===== src/rtl/ntt_intt_obi_bridge.sv =====
// ntt_intt_obi_bridge
// OBI slave that maps a 2 MiB external-slave window onto the packed NTT/INTT
// coefficient memory. Each memory word holds two 12-bit coefficients. On the
// bus side each coefficient sits in its own 16-bit halfword.
//
// Transaction flow: IDLE -> ACCESS -> RESP -> IDLE. Only one transaction is
// outstanding at a time. The response arrives a fixed 2 cycles after the
// grant.
//
// Ports
//   clk_i, rst_i          clock, asynchronous active-high reset
//   req_i/addr_i/we_i/be_i/wdata_i   OBI request
//   gnt_o/rvalid_o/rdata_o           OBI grant and response
//   engine_busy_i         engine owns the memory; new grants are blocked
//   mem_req_o/mem_we_o/mem_addr_o/mem_be_o/mem_wdata_o  memory port
//   mem_rdata_i           memory read data, valid one cycle after a read req
//   err_clr_i, err_o      sticky access-error flag and its clear
//
// Optional feature: define NTT_INTT_BRIDGE_RANGE_CHECK_EN to reject writes in
// which an enabled halfword holds a value >= q (3329).
module ntt_intt_obi_bridge #(
  parameter int WINDOW_BITS = 21,
  parameter int NUM_WORDS   = 128
) (
  input  logic                         clk_i,
  input  logic                         rst_i,
  input  logic                         req_i,
  input  logic [31:0]                  addr_i,
  input  logic                         we_i,
  input  logic [3:0]                   be_i,
  input  logic [31:0]                  wdata_i,
  output logic                         gnt_o,
  output logic                         rvalid_o,
  output logic [31:0]                  rdata_o,
  input  logic                         engine_busy_i,
  output logic                         mem_req_o,
  output logic                         mem_we_o,
  output logic [$clog2(NUM_WORDS)-1:0] mem_addr_o,
  output logic [1:0]                   mem_be_o,
  output logic [23:0]                  mem_wdata_o,
  input  logic [23:0]                  mem_rdata_i,
  input  logic                         err_clr_i,
  output logic                         err_o
);

  localparam int IDX_W = WINDOW_BITS - 2;
  localparam int AW    = $clog2(NUM_WORDS);
  localparam logic [IDX_W-1:0] NUM_WORDS_IDX = IDX_W'(NUM_WORDS);

  typedef enum logic [1:0] {IDLE, ACCESS, RESP} state_t;

  state_t             state_reg, state_next;
  logic               we_reg;
  logic [3:0]         be_reg;
  logic [31:0]        wdata_reg;
  logic [IDX_W-1:0]   idx_reg;
  logic               err_reg, err_next;

  logic in_range;
  logic drop_write;
  logic access_ok;
  logic err_set;
  logic rd_ok;

  // Reset is folded in so that the grant is also forced low while rst_i is high.
  assign gnt_o = (state_reg == IDLE) && req_i && !engine_busy_i && !rst_i;

  always_ff @(posedge clk_i or posedge rst_i) begin
    if (rst_i) begin
      state_reg <= IDLE;
      we_reg    <= 1'b0;
      be_reg    <= '0;
      wdata_reg <= '0;
      idx_reg   <= '0;
      err_reg   <= 1'b0;
    end else begin
      state_reg <= state_next;
      err_reg   <= err_next;
      if (gnt_o) begin
        we_reg    <= we_i;
        be_reg    <= be_i;
        wdata_reg <= wdata_i;
        idx_reg   <= addr_i[WINDOW_BITS-1:2];
      end
    end
  end

  always_comb begin
    state_next = state_reg;
    case (state_reg)
      IDLE:    if (gnt_o) state_next = ACCESS;
      ACCESS:  state_next = RESP;
      RESP:    state_next = IDLE;
      default: state_next = IDLE;
    endcase
  end

  assign in_range = (idx_reg < NUM_WORDS_IDX);

`ifdef NTT_INTT_BRIDGE_RANGE_CHECK_EN
  // Only enabled halfwords are checked; a bad value drops the whole word.
  assign drop_write = we_reg &&
                      (((|be_reg[1:0]) && (wdata_reg[15:0]  >= 16'd3329)) ||
                       ((|be_reg[3:2]) && (wdata_reg[31:16] >= 16'd3329)));
`else
  assign drop_write = 1'b0;
`endif

  assign access_ok = in_range && !drop_write;
  assign err_set   = (state_reg == ACCESS) && !access_ok;
  // If a set and a clear happen in the same cycle, the set wins.
  assign err_next  = err_set || (err_reg && !err_clr_i);
  assign err_o     = err_reg;

  // The memory port is held at zero whenever no request is issued.
  assign mem_req_o   = (state_reg == ACCESS) && access_ok;
  assign mem_we_o    = mem_req_o && we_reg;
  assign mem_addr_o  = mem_req_o ? idx_reg[AW-1:0] : '0;
  assign mem_be_o    = mem_req_o ? {|be_reg[3:2], |be_reg[1:0]} : 2'b00;
  assign mem_wdata_o = mem_req_o ? {wdata_reg[27:16], wdata_reg[11:0]} : 24'h0;

  // The index register is stable through RESP, so the read/error decision can
  // be recomputed there instead of being stored.
  assign rvalid_o = (state_reg == RESP);
  assign rd_ok    = rvalid_o && !we_reg && in_range;
  assign rdata_o  = rd_ok ? {4'h0, mem_rdata_i[23:12], 4'h0, mem_rdata_i[11:0]} : 32'h0;

  // Address bits outside the window and the coefficient padding bits carry no
  // meaning here.
  logic unused_bits;
  assign unused_bits = ^{addr_i[31:WINDOW_BITS], addr_i[1:0],
                         wdata_reg[31:28], wdata_reg[15:12]};

endmodule


===== config.mk =====
export PLATFORM = sky130hd
export DESIGN_NAME = ntt_intt_obi_bridge
export DESIGN_NICKNAME = d
export VERILOG_FILES = /design/src/rtl/ntt_intt_obi_bridge.sv
export SDC_FILE = /design/constraint.sdc
export NUM_CORES = 1
export LEC_CHECK = 0
export CORE_MARGIN = 10
export CORE_UTILIZATION = 32
export CTS_CLUSTER_SIZE = 28
export DETAILED_ROUTE_END_ITERATION = 8
export PLACE_DENSITY = 0.8
export RECOVER_POWER = 50
export SYNTH_ARGS = -nofsm -noshare
export SYNTH_HDL_FRONTEND = slang
export SYNTH_SLANG_ARGS = --single-unit

===== constraint.sdc =====
create_clock -name clk_i -period 2.3 [get_ports clk_i]
set_input_delay 0.69 -clock clk_i [delete_from_list [all_inputs] [get_ports clk_i]]
set_output_delay 0.69 -clock clk_i [all_outputs]
set_load 0.01 [all_outputs]

### Word-level counts from Yosys, hierarchy flattened

Cells that the tools add are included.

| word-level totals | value |
|---|---|
| logic and storage cells | 34 |
| register bits | 55 |
| output and inout port bits | 70 |

| cells by class | value |
|---|---|
| magnitude comparators | 1 |
| reduce and logical (&&, ||, !) cells | 18 |
| mux-type cells | 6 |
| eq/ne operators | 3 |

Operators by type and width:

| cell | number |
|---|---|
| $mux W28 | 1 |
| $mux W24 | 1 |
| $lt A19 B8 Y1 const B | 1 |
| $logic_and A1 B1 Y1 | 9 |
| $mux W7 | 1 |
| $logic_not A1 Y1 | 5 |
| $mux W2 | 2 |
| $pmux W2 S2 | 1 |
| $reduce_or A2 Y1 | 2 |
| $eq A2 B1 Y1 const B | 1 |
| $eq A2 B2 Y1 const B | 1 |
| $logic_not A2 Y1 | 1 |
| $ne A2 B2 Y1 const B | 1 |
| $logic_or A1 B1 Y1 | 1 |

### Depth between registers and ports, before layout

| logic depth | value |
|---|---|
| depth after elaboration | 6 |
| gate-level depth with buffers | 5 |

### Worst setup path before layout

Ideal clock, no wire load.

| timing path | value |
|---|---|
| kind | reg2out |
| from | register idx_reg[16] |
| to | output port mem_wdata_o[16] |
| stages on the path, launching flop included | 5 |
| slack | -108 ps |
| path buffers | 1 |
| arrival time | 1,718 ps |
| path through | dfrtp_1 > or4_4 > nor4_4 > buf_6 > and2_2 |

| between the ends | value |
|---|---|
| cells in the longest elaborated chain, start to end | 3 |

Ends and longest elaborated chain:

| what | line | text |
|---|---|---|
| from (decl) | 56 | `logic [IDX_W-1:0] idx_reg;` |
| from (signal assigned) | 83 | `idx_reg <= addr_i[WINDOW_BITS-1:2];` |
| $lt A19 B8 Y1 | 98 | `assign in_range = (idx_reg < NUM_WORDS_IDX);` |
| $logic_and A1 B1 Y1 | 116 | `assign mem_req_o = (state_reg == ACCESS) && access_ok;` |
| named net mem_req_o | 36 | `output logic mem_req_o,` |
| $mux W24 | 120 | `assign mem_wdata_o = mem_req_o ? {wdata_reg[27:16], wdata_reg[11:0]} : 24'h0;` |
| to (decl) | 40 | `output logic [23:0] mem_wdata_o,` |

The timed path passes the listed nets, and every way through them passes these cells.

### Final worst setup path

| timing path | value |
|---|---|
| from | register idx_reg[16] |
| to | output port mem_addr_o[5] |

| between the ends | value |
|---|---|
| cells in the longest elaborated chain, start to end | 3 |

Ends and longest elaborated chain:

| what | line | text |
|---|---|---|
| $lt A19 B8 Y1 | 98 |  |
| $logic_and A1 B1 Y1 | 116 |  |
| $mux W7 | 118 | `assign mem_addr_o = mem_req_o ? idx_reg[AW-1:0] : '0;` |
| to (decl) | 38 | `output logic [$clog2(NUM_WORDS)-1:0] mem_addr_o,` |

No other way between the ends.

==> results_dict.tcl <==
set metrics [dict create \
    status "complete, but fails checks" \
    violations "setup timing" \
    fin_cells 458 \
    cp_top_family "simple AND/OR/NAND/NOR gates" \
    cp_slowest_cell "or4_4" \
    die_w_um 108 \
    yosysTopAreaCellShare_pct 51.6 \
    rr_startpoint "state_reg[1]" \
    p_leak_nw 2.05 \
    min_path_type "register to register" \
    yosys.cell_count.top_type "dfrtp_1" \
    vdd_drop_max_mv 0.262 \
    cts_hold_buf 0 \
    drive_above_1_share_pct 57.4 \
    path_buf_inv 5 \
    fin_util_pct 61.2 \
    numPortBuffers 138 \
    fin_crit_sh_pct 128 \
    synthCells 192 \
    placed_area_um2 4110 \
    synth.distinct_cells 21 \
    yosysWarnings 0 \
    setup.worst_path.start_class "register" \
    first_global_vias 2274 \
    rows 31 \
    ys_dominant_reg_cell "dfrtp_1" \
    worst_hold_path.num_cells 1 \
    dp_cells 431 \
    critPathMaxFanout 7 \
    drv_cap 0 \
    fp.coreArea_um2 7370 \
    syn2layout_area_growth_pct 82.6 \
    cp_cell_sequence "or4_4 -> nor4_4 -> buf_4 -> buf_6 -> buf_12 -> buf_4 -> and2_4 -> buf_6" \
    synth_commonest_cells "dfrtp_1, mux2_2, and2_1" \
    fillers 612 \
    worstMarginPinSlew_ns 0.943 \
    grt_setup_unrepaired "yes" \
    cts-root-buf "clkbuf_8" \
    diodes 0 \
    period_needed_ns 2.95 \
    worst_slack_ns -0.652 \
    first_pass_iters 4 \
    dieHeight_um 108 \
    fin_area_um2 4510 \
    synth_edf_count 0 \
    num_io_pins 168 \
    grt_first_pass_wirelength_um 12500 \
    worst-endpoint-arrival_ns 2.26 \
    drc_errors 0 \
    htree_levels 2 \
    relSlewSlack_pct 37.1 \
    critPathRequiredTime_ns 1.61 \
    fmaxAchievable_mhz 339 \
    antenna_found_initial 0 \
    final_max_slew_viol_count 0 \
    holdPathEnd "wdata_reg[25]" \
    place_hpwl_um 6020 \
    power_density_nw_per_um2 496 \
    viasPerCell 4.46 \
    regArea_um2 1280 \
    cts_made_buffers 5 \
    cts_buffer_depth 2 \
    ant_nets 0 \
    place_congestion 0.767 \
    path_clk_slew_ns 0.09 \
    setup_viol 59 \
    worst-setup-path-type "register to output pin" \
    worstHoldStart "wdata_reg[25]" \
    cts_sinks 51 \
    via_count 2042 \
    synthTopCellsByArea "dfrtp_1, mux2_2, and2_1, and2_2, buf_4" \
    grt_max_degree 49 \
    start_util_pct 33.5 \
    wire_per_inst_um 18.0 \
    ys_ff_latch 51 \
    track_usage_pct 13.7 \
    yosys.area.top_type "dfrtp_1" \
    drt_iter0_drc 42 \
    hold_violations 0 \
    clock_latency_ns 0.29 \
    grt-ovfl-total 0 \
    r2r_end "be_reg[1]" \
    reg2reg_depth 4 \
    syn_avg_cell_area_um2 12.9 \
    routed_wl_um 8230 \
    reg2reg_slack_ns 0.29 \
    fin_skew_ns 0.00209 \
    nets 457 \
    cts_tree "yes" \
    yosysSeqAreaShare_pct 51.6 \
    syn-cell-area_um2 2470 \
    multi_input_area_um2 1210 \
    dieArea_um2 11600 \
    cp-end-kind "output pin" \
    ys_async_sr_fraction_pct 100 \
    largest_register_ffs 24 \
    critPathMaxStageDelay_ns 0.56 \
]
logic make-up after synthesis:
family	synth area share, %
compound gates	0.861
other cells	0.152
flops	51.6
buf+inv	5.52
mux	21.9
simple gates	19.9
area by class of cell:
cell class	count	area share, %
well taps	99	2.74
clock buffers	6	1.61
repair buffers	171	39.6
multi-input cells	127	26.8
flip-flops and latches	51	28.3
clock inverters	1	0.665
inverters	3	0.250
power breakdown:
part | internal (mW) | switching [mW]
combinational | 0.311 | 0.136
clock | 0.319 | 0.284
sequential | 1.09 | 0.0998
total | 1.72 | 0.520
cells in the final DEF, fill, tap and decap left out, types with 3 or more instances in the layout:
cell,count
mux2_2,48
clkdlybuf4s50_1,75
and2_4,53
conb_1,8
buf_6,65
and2_1,3
dfrtp_1,51
or4_4,3
nor4_4,3
buf_2,3
inv_1,3
buf_12,5
buf_4,14
clkbuf_8,5
metrics by stage:
step | worst slack, ns | hold WS, ns | total power [mW] | TNS, ns
2_1_floorplan | -0.106 | 0.472 | 1.42 | -3.37
3_3_place_gp | -0.621 | 0.480 | 1.61 | -47.24
3_5_place_dp | -0.638 | 0.487 | 1.64 | -49.45
4_1_cts | -0.705 | 0.513 | 2.26 | -36.18
5_1_grt | -0.749 | 0.524 | 2.35 | -38.31
6_report | -0.652 | 0.514 | 2.24 | -33.14
worst max-delay path by stage:
stage | from | cells past startpoint | endpoint
after floorplan | idx_reg[11] | 4 | mem_wdata_o[16]
after global placement | idx_reg[10] | 5 | mem_wdata_o[5]
after detailed placement | idx_reg[10] | 5 | mem_wdata_o[17]
after CTS | idx_reg[15] | 9 | mem_wdata_o[20]
after global routing | idx_reg[16] | 8 | mem_wdata_o[0]
final | idx_reg[16] | 8 | mem_addr_o[5]
layer usage:
metal	GRT usage, %	up-vias	part of all wire [%]
met5	0	-	0
met4	2.48	0	0.73
met3	5.57	6	8.8
met2	25.7	76	55
met1	14.0	1010	36
li1	-	950	-
repair_timing:
item / in CTS / in global routing
setup endpoints to repair: 60 / 107
pin swaps: 15 / 9
cloned: 5 / 0
setup buffers: 19 / 4
endpoints found under the hold margin: 0 / 0
gates resized for setup: 326 / 12
(Power assumes the default switching activity.)
